<file path="src/rtl/datamover_pkg.sv">
// Shared definitions for the inbound and outbound packet movers:
// FSM states, packet length limits, descriptor layout and last-beat keep helper.
package datamover_pkg;

    typedef enum logic [1:0] {
        IDLE = 2'd0,
        ADDR = 2'd1,
        DATA = 2'd2
    } state_t;

    localparam int LEN_W  = 16;
    localparam int BEAT_W = 9;

    localparam logic [LEN_W-1:0] LEN_MIN = 16'd16;
    localparam logic [LEN_W-1:0] LEN_MAX = 16'd1600;

    // Descriptor: {length[15:0], address[ADDR_WIDTH-1:0]}
    localparam int DESC_ADDR_LSB = 0;

    function automatic int desc_len_lsb(input int addr_width);
        return addr_width;
    endfunction

    // One bit of the final-beat tkeep: low (len mod bpb) lanes, or all lanes on a whole beat.
    function automatic logic last_keep_bit(input logic [LEN_W-1:0] len, input int bpb, input int idx);
        int rem;
        rem = int'(len) % bpb;
        return (rem == 0) || (idx < rem);
    endfunction

endpackage

</file>
<file path="src/rtl/datamover_burst_calc.sv">
// Burst sizing: the smallest of MAX_BURST, the beats still owed, and the beats
// left before the next 4 KB boundary.
module datamover_burst_calc
    import datamover_pkg::*;
#(
    parameter int BPB       = 4,
    parameter int MAX_BURST = 16
) (
    input  logic [11:0]       addr_lo,
    input  logic [BEAT_W-1:0] remaining,
    output logic [BEAT_W-1:0] burst_beats,
    output logic [7:0]        arlen
);

    localparam int LOG_BPB = $clog2(BPB);

    logic [12:0] dist_4k;
    logic [12:0] lim;

    always_comb begin
        dist_4k = (13'd4096 - {1'b0, addr_lo}) >> LOG_BPB;
        lim     = 13'(MAX_BURST);
        if (13'(remaining) < lim) lim = 13'(remaining);
        if (dist_4k < lim) lim = dist_4k;
        burst_beats = BEAT_W'(lim);
        arlen       = 8'(lim - 13'd1);
    end

endmodule

</file>
<file path="src/rtl/datamover_out.sv">
// Memory-to-stream mover: takes {len, addr} descriptors, reads the buffer with
// INCR bursts and forwards R beats straight onto the output stream.
module datamover_out
    import datamover_pkg::*;
#(
    parameter int DATA_WIDTH = 32,
    parameter int ADDR_WIDTH = 32,
    parameter int MAX_BURST  = 16
) (
    input  logic                    clk,
    input  logic                    rst_n,
    input  logic [ADDR_WIDTH+15:0]  s_desc_tdata,
    input  logic                    s_desc_tvalid,
    output logic                    s_desc_tready,
    output logic [ADDR_WIDTH-1:0]   m_araddr,
    output logic [7:0]              m_arlen,
    output logic [2:0]              m_arsize,
    output logic [1:0]              m_arburst,
    output logic                    m_arvalid,
    input  logic                    m_arready,
    input  logic [DATA_WIDTH-1:0]   m_rdata,
    input  logic [1:0]              m_rresp,
    input  logic                    m_rlast,
    input  logic                    m_rvalid,
    output logic                    m_rready,
    output logic [DATA_WIDTH-1:0]   axi_stream_out_tdata,
    output logic [DATA_WIDTH/8-1:0] axi_stream_out_tkeep,
    output logic                    axi_stream_out_tlast,
    output logic                    axi_stream_out_tvalid,
    input  logic                    axi_stream_out_tready,
    output logic [1:0]              err_status,
    output logic [1:0]              dbg_state
);

    localparam int BPB     = DATA_WIDTH / 8;
    localparam int LOG_BPB = $clog2(BPB);
    localparam int LEN_LSB = desc_len_lsb(ADDR_WIDTH);

    // Handshakes: a transfer happens on a cycle where valid and ready are both
    // high; valid never waits on ready, and payload is held stable while valid is high.

    state_t                state, state_nx;
    logic                  init_q;
    logic [ADDR_WIDTH-1:0] addr_q;
    logic [LEN_W-1:0]      len_q;
    logic [BEAT_W-1:0]     remaining;
    logic [BEAT_W-1:0]     burst_left;
    logic [BEAT_W-1:0]     calc_beats;
    logic [7:0]            calc_arlen;
    logic [1:0]            err_q;
    logic [BPB-1:0]        keep_last;
    logic [LEN_W-1:0]      desc_len;
    logic [LEN_W:0]        len_round;
    logic                  desc_ok;
    logic                  desc_fire;
    logic                  beat_fire;
    logic                  final_beat;
    logic                  burst_end;

    assign desc_len   = s_desc_tdata[LEN_LSB +: LEN_W];
    assign len_round  = {1'b0, desc_len} + (LEN_W+1)'(BPB - 1);
    assign desc_ok    = (desc_len >= LEN_MIN) && (desc_len <= LEN_MAX);
    assign desc_fire  = (state == IDLE) && init_q && s_desc_tvalid;
    assign beat_fire  = (state == DATA) && m_rvalid && axi_stream_out_tready;
    assign final_beat = (remaining == BEAT_W'(1));
    assign burst_end  = (burst_left == BEAT_W'(1));

    assign m_araddr   = addr_q;
    assign m_arsize   = 3'(LOG_BPB);
    assign m_arburst  = 2'b01;
    assign err_status = err_q;
    assign dbg_state  = state;

    datamover_burst_calc #(
        .BPB       (BPB),
        .MAX_BURST (MAX_BURST)
    ) u_burst_calc (
        .addr_lo     (addr_q[11:0]),
        .remaining   (remaining),
        .burst_beats (calc_beats),
        .arlen       (calc_arlen)
    );

    always_comb begin
        for (int i = 0; i < BPB; i++) keep_last[i] = last_keep_bit(len_q, BPB, i);
    end

    always_ff @(posedge clk or negedge rst_n) begin
        if (!rst_n) state <= IDLE;
        else        state <= state_nx;
    end

    always_comb begin
        state_nx              = state;
        s_desc_tready         = 1'b0;
        m_arvalid             = 1'b0;
        m_arlen               = 8'd0;
        m_rready              = 1'b0;
        axi_stream_out_tdata  = '0;
        axi_stream_out_tkeep  = '0;
        axi_stream_out_tlast  = 1'b0;
        axi_stream_out_tvalid = 1'b0;
        case (state)
            IDLE: begin
                s_desc_tready = init_q;
                if (desc_fire && desc_ok) state_nx = ADDR;
            end
            ADDR: begin
                m_arvalid = 1'b1;
                m_arlen   = calc_arlen;
                if (m_arready) state_nx = DATA;
            end
            DATA: begin
                m_rready              = axi_stream_out_tready;
                axi_stream_out_tdata  = m_rdata;
                axi_stream_out_tvalid = m_rvalid;
                axi_stream_out_tlast  = final_beat;
                axi_stream_out_tkeep  = final_beat ? keep_last : '1;
                if (beat_fire && burst_end) state_nx = final_beat ? IDLE : ADDR;
            end
            default: state_nx = IDLE;
        endcase
    end

    // Burst end follows the beat counter; rlast is only cross-checked.
    always_ff @(posedge clk or negedge rst_n) begin
        if (!rst_n) begin
            init_q     <= 1'b0;
            addr_q     <= '0;
            len_q      <= '0;
            remaining  <= '0;
            burst_left <= '0;
            err_q      <= 2'b00;
        end else begin
            init_q <= 1'b1;
            if (desc_fire) begin
                if (desc_ok) begin
                    addr_q    <= s_desc_tdata[DESC_ADDR_LSB +: ADDR_WIDTH];
                    len_q     <= desc_len;
                    remaining <= BEAT_W'(len_round >> LOG_BPB);
                end else begin
                    err_q[0] <= 1'b1;
                end
            end
            if (state == ADDR && m_arready) burst_left <= calc_beats;
            if (beat_fire) begin
                addr_q     <= addr_q + ADDR_WIDTH'(BPB);
                remaining  <= remaining - BEAT_W'(1);
                burst_left <= burst_left - BEAT_W'(1);
                if (m_rresp != 2'b00 || m_rlast != burst_end) err_q[1] <= 1'b1;
            end
        end
    end

endmodule

</file>
<file path="config.mk">
export PLATFORM = sky130hd
export DESIGN_NAME = datamover_out
export DESIGN_NICKNAME = d
export VERILOG_FILES = /design/src/rtl/datamover_pkg.sv /design/src/rtl/datamover_burst_calc.sv /design/src/rtl/datamover_out.sv
export SDC_FILE = /design/constraint.sdc
export NUM_CORES = 1
export LEC_CHECK = 0
export BUFFER_PORTS_ARGS = -buffer_cell sky130_fd_sc_hd__buf_2
export CAP_MARGIN = 20
export CORE_MARGIN = 1
export CORE_UTILIZATION = 48
export CTS_CLUSTER_SIZE = 20
export DETAILED_ROUTE_END_ITERATION = 6
export PLACE_DENSITY = 0.8
export SLEW_MARGIN = 20
export SYNTH_ARGS = -nofsm -noshare
export SYNTH_HDL_FRONTEND = slang
export SYNTH_SLANG_ARGS = --single-unit
</file>
<file path="constraint.sdc">
create_clock -name clk -period 7.1 [get_ports clk]
set_clock_uncertainty 0.15 [all_clocks]
set_input_delay 1.775 -clock clk [delete_from_list [all_inputs] [get_ports clk]]
set_output_delay 1.775 -clock clk [all_outputs]
set_load 0.1 [all_outputs]
</file>
; ---- Word level (Yosys, flattened, before mapping)
; Cells that the tools add are included.
[word_totals]
register_bits = 57
latch_bits = 0
ram_bits = 0
mem_bits_ro = 0
mem_count = 0
[classes]
addsub = 6
n_mul = 0
n_div = 0
n_lt_le_gt_ge = 8
eq_ne = 8
shifts = 0
muxes = 24
bitwise_logic = 1
reduce_logical = 24
[op_table]
columns = op, count
row1 = $mux 32, 4
row2 = $mux 9, 7
row3 = $add 32x3->32 const B, 1
row4 = $logic_not 32->1, 1
row5 = $eq 9x1->1 const B, 2
row6 = $sub 9x1->9 const B, 2
row7 = $ge 16x5->1 const B, 1
row8 = $le 16x11->1 const B, 1
row9 = $sub 13x12->13 const A, 1
row10 = $add 11x2->11 const B, 1
row11 = $lt 11x9->1, 1
row12 = $lt 9x5->1 const B, 1
row13 = $logic_and 1x1->1, 8
row14 = $mux 4, 2
row15 = $mux 8, 1
row16 = $reduce_and 2->1, 4
row17 = $reduce_bool 2->1, 4
row18 = $sub 8x1->8 const B, 1
row19 = $mux 1, 6
row20 = $mux 2, 3
row21 = $pmux 2 s3, 1
row22 = $logic_or 1x1->1, 5
row23 = $lt 1x2->1 const A, 2
row24 = $lt 2x2->1 const A, 2
row25 = other kinds (8), 9

; ---- Longest topological paths before layout
; Gate-level depths: netlist of the first run.
[logic_depth]
word_depth = 6
mapped_depth = 18

; ---- Hierarchy
; A second synthesis of the first run with hierarchy kept.
[unflattened]
cells_unflattened = 540
area_unflattened_um2 = 4395.5
[modules_own_cells]
columns = module, instances, cells_each, area_per_inst_um2
row1 = datamover_out, 1, 439, 3683.5
row2 = datamover_burst_calc, 1, 101, 711.9

; ---- Least setup slack after synthesis of the first run
; Ideal clock, no wire load.
[synth_path]
path_type = flip-flop to output port
from = reg addr_q[2], in the netlist m_araddr[2]
to = out m_arlen[4]
t_arrival_ns = 6.290
t_required_ns = 5.175
slack_ns = -1.115
path_stages_with_launch = 18
path_buffers = 1
cell_sequence = dfrtp_1 buf_2 inv_1 ha_1 nor3b_1 nand2_1 nor2_1 xnor2_1 ha_1 nand4_1 o21ai_0 a211oi_2 o211ai_2 mux2_2 ha_1 and3_1 xnor2_1 a211oi_1
[synth_via]
elab_chain_cells = 5
[synth_rtl]
columns = element, line
row1 = start: declaration, datamover_out.sv:44  ; logic [ADDR_WIDTH-1:0] addr_q;
row2 = start signal: assignment, datamover_out.sv:138  ; addr_q <= s_desc_tdata[DESC_ADDR_LSB +: ADDR_WIDTH];
row3 = start signal: assignment, datamover_out.sv:147  ; addr_q <= addr_q + ADDR_WIDTH'(BPB);
row4 = $sub 13x12->13 (*), datamover_burst_calc.sv:21  ; dist_4k = (13'd4096 - {1'b0, addr_lo}) >> LOG_BPB;
row5 = $lt 11x9->1, datamover_burst_calc.sv:24  ; if (dist_4k < lim) lim = dist_4k;
row6 = $mux 9 (*), datamover_burst_calc.sv:24
row7 = $sub 8x1->8 (*), datamover_burst_calc.sv:26  ; arlen = 8'(lim - 13'd1);
row8 = $mux 8 (*), datamover_out.sv:103  ; case (state)
row9 = end: declaration, datamover_out.sv:16  ; output logic [7:0] m_arlen,
; Every way passes the cells marked *; elsewhere a longest branch is shown, timed or not.

; ---- Final worst setup path of the first run
; Same ends and word-level chain as after synthesis.

==> results of run 1 <==
-- cell usage after synthesis (all sizes together), types with 8 or more instances --
library cell  count
clkbuf           18
ha               17
nand4            11
buf              17
o211ai           27
xnor2            12
inv              21
a21oi            19
and2             39
nor4              8
nor3             16
o21ai            18
dfrtp            57
and3              8
xor2             12
nand3            38
nand2            83
nor2             45
-- power by group through the flow --
stage / clock network, W / logic [W] / registers, W
4_1_cts: 0.000322 / 0.00159 / 0.000550
3_5_place_dp: 0 / 0.00158 / 0.000555
2_1_floorplan: 0 / 0.00107 / 0.000785
5_1_grt: 0.000336 / 0.00169 / 0.000572
6_report: 0.000319 / 0.00159 / 0.000553
3_3_place_gp: 0 / 0.00157 / 0.000545
-- cell type report --
cell class,instances,area [sq um]
multi-input cells,446,2770
well taps,108,135
clock buffers,9,124
repair buffers,178,903
fillers,807,3290
flip-flops and latches,57,1430
clock inverters,7,77.6
inverters,21,78.8
-- flip-flops by register name, summed over array words and instances, names as in the netlist --
| signal | cells |
|---|---|
| init_q | 1 |
| remaining | 9 |
| err_status | 2 |
| len_q | 2 |
| m_araddr | 32 |
| dbg_state | 2 |
| burst_left | 9 |
-- layer usage --
layer | routed length (um) | vias to the layer above | share of wire
li1 | - | 2288 | -
met2 | 6210 | 217 | 0.48
met5 | 0 | - | 0
met3 | 1080 | 27 | 0.083
met4 | 340 | 0 | 0.026
met1 | 5270 | 2236 | 0.41
-- worst max-delay path by stage --
stage / slack, ps / from / cells past startpoint / to
finish: 330 / m_araddr[2] / 18 / m_arlen[4]
global route: 40 / m_araddr[3] / 15 / m_arlen[4]
CTS: 350 / m_araddr[2] / 18 / m_arlen[4]
detailed placement: 760 / m_araddr[2] / 18 / m_arlen[4]
global placement: 920 / m_araddr[2] / 18 / m_arlen[4]
floorplan: -180 / m_araddr[2] / 17 / m_arlen[4]
-- cell usage in the layout (no fill, tap or decap), types with 15 or more instances in the layout --
cell / count
dfrtp_1: 57
ha_1: 17
inv_1: 21
and2_1: 39
buf_2: 173
nand3_1: 38
o21ai_0: 18
nor2_1: 45
a21oi_1: 18
nand2_1: 83
nor3_1: 15
o211ai_1: 26
-- critical path, stage by stage, from the launching register on --
cell and delay (ps):
dfrtp_1 580, inv_1 80, ha_1 240, nor3b_1 150, buf_4 170, nand2_1 90
nor2_1 50, xnor2_1 180, ha_1 350, nand4_1 140, o21ai_0 240, a211oi_2 80
o211ai_2 400, mux2_2 410, ha_1 230, and3_1 170, xnor2_1 140, a211oi_2 310
buf_2 480
-- cell families after synthesis --
family	share of synthesized area
AND/OR/NAND/NOR	0.318
AO/OA/AOI/OAI	0.184
flip-flops	0.324
buffers and inverters	0.0566
XOR/XNOR	0.0478
adder cells (fa/ha/maj)	0.0483
multiplexers	0.0188
other	0.00171
-- metrics by stage --
| step | worst slack [ps] | setup TNS [ps] | util |
|---|---|---|---|
| final | 333 | 0 | 0.627 |
| after detailed placement | 756 | 0 | 0.604 |
| after floorplan | -178 | -178 | - |
| after global placement | 916 | 0 | 0.604 |
| after CTS | 351 | 0 | 0.627 |
| after global routing | 37.4 | 0 | 0.627 |
==> metrics.txt, run 1 <==
outcome=finished, violations left; failing checks=DRC; DRT Pass-1 Iters=7; dpl cells=810; CP Launch Type=flop; Tightest Pin Transition=1110 ps; Primary FF master, synth=dfrtp_1; clock power share=0.129; fin nets=819; GRT Max-Usage Layer=met2; # hold bufs at CTS=0; post-synthesis sequential area ratio=0.324; chip height=97.7 um; Flop pwr share=0.225; first-pass GRT wire length=21.6 mm; power per standard cell area=446 nW/um^2; Final Non-Filler Cells=826; number of enable flip-flop cells after synthesis=0; Tmin final=6770 ps; top cell type by total area after synthesis=dfrtp_1; Worst-Skew Late Latency=350 ps; clock-pin slew on the worst setup and hold paths=80 ps; routability cong.=0.862; ANT nets after route=0; share of layout cells above drive strength 1=0.295; Die ar.=9550 sq um; Comb power frac=0.646; Hold Path End=err_status[0]; placed cell areas=5320 sq um; top-level port count=179; Syn. warnings=0; # clock sinks=57; Layout area overhead=25.4%; DRT iter0 DRCs=243; wire length per cell=15.6 um; Root Driver=clkbuf_8; mapped cell area=4400 sq um; Max Cap Viol=0; antenna cell count=0; CP Class=flop to output port; HP Class=flop to flop; GR Overflow Total=0; fin. max-slew vios=0; cell count after synthesis=551; setup bufs post-CTS=0; met3 Use GR=0.0780; largest net degree at the start of global routing=58; clock buffer depth=2; die width=97.7 um; total power=0.00246 W; initial antenna violation count=0; RSZ-0062 raised after global routing=no; worst vdd ir=0.214 mV; R2R Path Start=m_araddr[2]; Post-CTS Resized=0; worst hold start=err_status[0]; PortBufs=173; worst-path fanout max=12; critical path required time=5180 ps; count of final setup violators=0; Switch Pwr=0.00153 W; Avg Inst Size Synth=7.99 sq um; Netlist cell types=63; Post-DP HPWL=9.81 mm; P_int=0.000931 W; flops & latches, synth=57; # rows=34; r2r worst-path depth=14; post-route cell area=5520 sq um; number of remaining DRC errors=34; routed wire length=12.9 mm; Starting Density=0.500; Num CTS Buffers=9; Final period util=0.953; Pleak=2.70 nW; Sw Ratio=0.622; vias in the first global route=4,580; Critical Path End Type=output port; Worst Hold Slack=355 ps; Worst Path Arrival=4840 ps; CTS tree=yes; top cells by area, synth=dfrtp_1, nand2_1, and2_1; met2 Use GR=0.477; FF-to-FF End=burst_left[4]; R2R Setup Slk=3510 ps; Rel. slew slack=0.260; endpoints failing hold=0; fmax=148 MHz; GRT met1 Usage=0.337; GRT Util Overall=0.280; Async S/R FF share, synth=1.00; DR vias=4,768; Yosys top cell area share=0.324; H-tree depth=3; CORE AREA=8810 sq um; hold depth=1; DR vias/cell=5.77
Power figures use the tool's default switching activity.
==> run 2, diff against run 1 <==
PLACE_DENSITY = 0.81   (was 0.8)
clock period = 8.3 ns   (was 7.1 ns; I/O delays follow)
==> metrics.txt, run 2 (synthesis results as in run 1) <==
die width=97.7 um (unchanged); critical path required time=6080 ps (was 5180 ps); vias in the first global route=4,418 (was 4,580); CP Launch Type=flop (unchanged); Post-CTS Resized=0 (unchanged); P_int=0.000806 W (was 0.000931 W); antenna cell count=0 (unchanged); fin. max-slew vios=0 (unchanged); Switch Pwr=0.00129 W (was 0.00153 W); Worst-Skew Late Latency=350 ps (about the same); largest net degree at the start of global routing=58 (unchanged); top-level port count=179 (unchanged); Final period util=0.888; Worst Path Arrival=5140 ps (was 4840 ps); # rows=34 (unchanged); CTS tree=yes (unchanged); share of layout cells above drive strength 1=0.289 (was 0.295); Die ar.=9550 sq um (unchanged); H-tree depth=3 (unchanged); worst vdd ir=0.199 mV (was 0.214 mV); PortBufs=173 (unchanged); Tightest Pin Transition=1110 ps (about the same); CP Class=flop to output port (unchanged); setup bufs post-CTS=0 (unchanged); Max Cap Viol=0 (unchanged); Comb power frac=0.643 (was 0.646); clock buffer depth=2 (unchanged); endpoints failing hold=0 (unchanged); GR Overflow Total=0 (unchanged); Sw Ratio=0.616 (was 0.622); Post-DP HPWL=9.50 mm (was 9.81 mm); clock power share=0.133 (was 0.129); DR vias/cell=5.60 (was 5.77); ANT nets after route=0 (unchanged); count of final setup violators=0 (unchanged); DRT Pass-1 Iters=7 (unchanged); DR vias=4,612 (was 4,768); Flop pwr share=0.224 (was 0.225); Num CTS Buffers=9 (unchanged); most frequent cells in the layout=buf_2, nand2_1, dfrtp_1, nor2_1, and2_1 (unchanged); setup TNS=0 ps (unchanged); Layout area overhead=25.0% (was 25.4%); number of remaining DRC errors=34 (unchanged); routed wire length=12.6 mm (was 12.9 mm); Rel. slew slack=0.261 (was 0.260); initial antenna violation count=0 (unchanged); CORE AREA=8810 sq um (unchanged); worst-path fanout max=12 (unchanged); Critical Path End Type=output port (unchanged); routability cong.=0.892 (was 0.862); HP Class=flop to flop (unchanged); Tmin final=7370 ps; DRT iter0 DRCs=251 (was 243); commonest non-fill, non-tap cell in the layout=buf_2 (unchanged); RSZ-0062 raised after global routing=no (unchanged); outcome=finished, violations left (unchanged); Root Driver=clkbuf_8 (unchanged); power per standard cell area=382 nW/um^2 (was 446 nW/um^2); # hold bufs at CTS=0 (unchanged); total power=0.00210 W (was 0.00246 W); failing checks=DRC (unchanged); dpl ws=1400 ps (was 756 ps); Pleak=2.69 nW (was 2.70 nW); Starting Density=0.500 (unchanged); fmax=136 MHz; chip height=97.7 um (unchanged); first-pass GRT wire length=20.7 mm (was 21.6 mm); GRT Util Overall=0.268 (was 0.280); PnR worst setup slack=931 ps (was 333 ps); wire length per cell=15.3 um (was 15.6 um); fin nets=817 (was 819); clock-pin slew on the worst setup and hold paths=70 ps (was 80 ps); # clock sinks=57 (unchanged); max FFs per register=32 (unchanged)
## run 2: cell count changes in the layout (fill, tap and decap cells not counted), sizes merged
cell	previous run	this run
buf	178	176
clkbuf	9	11
clkinv	3	1
clkinvlp	1	2
inv	23	22
## run 2: final timing paths
kind	endpoint	cells after the start	startpoint	slack [ps]
setup / recovery	m_arlen[4]	17	m_araddr[2]	930
hold / removal	err_status[1]	1	err_status[1]	320
setup reg to reg	burst_left[3]	13	m_araddr[2]	4370
hold reg to reg	err_status[1]	1	err_status[1]	320
max in group asynchronous	err_status[0]	2	rst_n	5790
min in group asynchronous	burst_left[5]	2	rst_n	1720
## run 2: per-layer routing
metal	routed length [um]	GRT usage
met5	0	0
met4	242	0.0886
met3	962	0.0687
met2	6150	0.474
met1	5250	0.317
## run 2: cell type report
class,instances,area (sq um)
flip-flops and latches,57,1430
clock inverters,5,62.6
clock buffers,11,151
well taps,108,135
repair buffers,176,888
fillers,770,3300
multi-input cells,446,2760
inverters,21,78.8
## run 2: stage by stage
| step | util | cells | hold WS (ps) | instance area [sq um] |
|---|---|---|---|---|
| CTS | 0.625 | 824 | 328 | 5500 |
| floorplan | - | 559 | 320 | 4440 |
| finish | 0.625 | 824 | 322 | 5500 |
| detailed placement | 0.601 | 808 | 309 | 5290 |
| global route | 0.625 | 824 | 356 | 5500 |
| global placement | 0.601 | 808 | 307 | 5290 |
## run 2: power by group through the flow
| stage | registers, W | logic, W | clock network, W |
|---|---|---|---|
| after detailed placement | 0.000473 | 0.00135 | 0 |
| final | 0.000471 | 0.00135 | 0.000280 |
| after global routing | 0.000486 | 0.00143 | 0.000293 |
| after global placement | 0.000466 | 0.00133 | 0 |
| after CTS | 0.000469 | 0.00135 | 0.000285 |
| after floorplan | 0.000672 | 0.000908 | 0 |
## run 2: critical path: stages, from the launching register on
cell and delay [ps]:
dfrtp_1 520, inv_1 110, ha_1 180, nor3b_1 640, nand2_1 170, nor2_1 150, xnor2_1 130, ha_1 350
nand4_1 130, o21ai_0 240, a211oi_2 80, o211ai_2 400, mux2_2 410, ha_1 240, and3_1 180, xnor2_1 140
a211oi_2 240, buf_2 460
==> run 3, diff against run 2 <==
BUFFER_PORTS_ARGS = unset   (was -buffer_cell sky130_fd_sc_hd__buf_2)
CORE_MARGIN = 2   (was 1)
DONT_BUFFER_PORTS = 1   (was unset)
PLACE_DENSITY = 0.64   (was 0.81)
==> metrics.txt, run 3 (synthesis results as in run 1) <==
most frequent cells in the layout=nand2_1, dfrtp_1, nor2_1, and2_1, nand3_1 (was buf_2, nand2_1, dfrtp_1, nor2_1, and2_1); clock buffer depth=2 (unchanged); met2 WL post-DR=5.73 mm (was 6.15 mm); largest net degree at the start of global routing=58 (unchanged); top-level port count=179 (unchanged); setup TNS=0 ps (unchanged); Final period util=0.871 (was 0.888); Sw Ratio=0.626 (was 0.616); CTS tree=yes (unchanged); wire length per cell=17.6 um (was 15.3 um); clock-pin slew on the worst setup and hold paths=70 ps (about the same); HP Class=flop to flop (unchanged); Switch Pwr=0.00127 W (was 0.00129 W); initial antenna violation count=0 (unchanged); DRT Pass-1 Iters=7 (unchanged); P_int=0.000762 W (was 0.000806 W); register area=1430 sq um (unchanged); Root Driver=clkbuf_8 (unchanged); Die ar.=9950 sq um (was 9550 sq um); CORE AREA=8810 sq um (unchanged); number of remaining DRC errors=0 (was 34); hold depth=1 (unchanged); Critical Path End Type=output port (unchanged); fin. max-slew vios=0 (unchanged); # fillers=827 (was 770); Layout area overhead=10.2% (was 25.0%); antenna cell count=0 (unchanged); CP Launch Type=flop (unchanged); Pleak=2.02 nW (was 2.69 nW); critical path required time=6080 ps (about the same); r2r worst-path depth=10 (was 13); Post-DP HPWL=8.79 mm (was 9.50 mm); Tightest Pin Transition=1130 ps (was 1110 ps); DR WL met3=947 um (was 962 um); H-tree depth=3 (unchanged); count of final setup violators=0 (unchanged); share of layout cells above drive strength 1=0.112 (was 0.289); # rows=34 (unchanged); Max Cap Viol=0 (unchanged); Post-CTS Resized=0 (unchanged); # clock sinks=57 (unchanged); RSZ-0062 raised after global routing=no (unchanged); Tmin final=7230 ps (was 7370 ps); clock power share=0.125 (was 0.133); power per standard cell area=420 nW/um^2 (was 382 nW/um^2); FF-to-FF End=burst_left[1] (was burst_left[3]); DRT iter0 DRCs=203 (was 251); Num CTS Buffers=9 (unchanged); total power=0.00203 W (was 0.00210 W); placed cell areas=4670 sq um (was 5290 sq um); R2R Path Start=m_araddr[5] (was m_araddr[2]); chip height=99.7 um (was 97.7 um); commonest non-fill, non-tap cell in the layout=nand2_1 (was buf_2); GR Overflow Total=0 (unchanged); first-pass GRT wire length=19.2 mm (was 20.7 mm); fin nets=664 (was 817); outcome=finished clean (was finished, violations left); vias in the first global route=3,956 (was 4,418); endpoints failing hold=0 (unchanged); routability cong.=0.862 (was 0.892); post-route cell area=4850 sq um (was 5500 sq um); Rel. slew slack=0.246 (was 0.261); worst hold start=burst_left[7] (was err_status[1]); Hold Path End=burst_left[7] (was err_status[1]); dpl cells=655 (was 808); # hold bufs at CTS=0 (unchanged); PortBufs=0 (was 173); DR vias=4,034 (was 4,612); GRT Util Overall=0.239 (was 0.268); max FFs per register=32 (unchanged); Flop pwr share=0.307 (was 0.224); setup bufs post-CTS=0 (unchanged); Comb power frac=0.568 (was 0.643); ANT nets after route=0 (unchanged); Multi-input gate area=2830 sq um (was 2760 sq um); DR vias/cell=6.03 (was 5.60); Starting Density=0.500 (unchanged); Worst Path Arrival=5010 ps (was 5140 ps); worst-path fanout max=8 (was 12); die width=99.7 um (was 97.7 um); uppermost routed layer=met4 (unchanged); routed wire length=11.8 mm (was 12.6 mm); Final Non-Filler Cells=669 (was 824); CP Class=flop to output port (unchanged); met1 WL=4.95 mm (was 5.25 mm); R2R Setup Slk=4370 ps (about the same); worst vdd ir=0.236 mV (was 0.199 mV); Worst-Skew Late Latency=330 ps (was 350 ps); fmax=138 MHz (was 136 MHz)
-- run 3: power groups by stage --
stage          logic [W]  clock network [W]  registers [W]
2_1_floorplan   0.000908                  0       0.000672
6_report         0.00116           0.000254       0.000624
3_3_place_gp     0.00112                  0       0.000624
4_1_cts          0.00115           0.000260       0.000623
3_5_place_dp     0.00115                  0       0.000628
5_1_grt          0.00123           0.000272       0.000640
-- run 3: worst max path at each step --
| stage | from | endpoint | slack, ps | cells after the start |
|---|---|---|---|---|
| final | m_araddr[5] | m_arlen[6] | 1070 | 14 |
| after global routing | m_araddr[3] | m_arlen[6] | 700 | 17 |
| after CTS | m_araddr[3] | m_arlen[4] | 1130 | 17 |
| after detailed placement | m_araddr[5] | m_arlen[4] | 1500 | 14 |
| after global placement | m_araddr[5] | m_arlen[4] | 1720 | 14 |
| after floorplan | m_araddr[2] | m_arlen[3] | 470 | 13 |
-- run 3: layout make-up --
type / instances / share of cell area
Timing Repair Buffer: 23 / 0.0408
Tap cell: 108 / 0.0279
Clock inverter: 4 / 0.00929
Clock buffer: 10 / 0.0284
Inverter: 21 / 0.0163
Sequential cell: 57 / 0.294
Multi-Input combinational cell: 446 / 0.583
-- run 3: worst max-delay path, cell delays in order, from the launching register on --
cell      delay, ps
dfrtp_1         820
nor3_1          520
nand2_1         200
xor2_1          230
ha_1            350
nand4_1         140
o21ai_0         300
a211oi_2         80
o211ai_2        460
mux2i_1         370
ha_1            280
inv_1            80
o311ai_0        450
a21oi_2         130
buf_4           260
-- run 3: metrics by stage --
stage               hold slack (ps)  setup slack [ps]  utilization
floorplan                       320               467            -
CTS                             365              1130        0.551
finish                          359              1070        0.551
detailed placement              351              1500        0.530
global placement                346              1720        0.527
global route                    392               695        0.551
-- run 3: per-layer routing --
metal	track usage	vias up
li1	-	1959
met1	0.297	1901
met2	0.398	158
met3	0.0787	16
met4	0.0653	0
met5	0	-
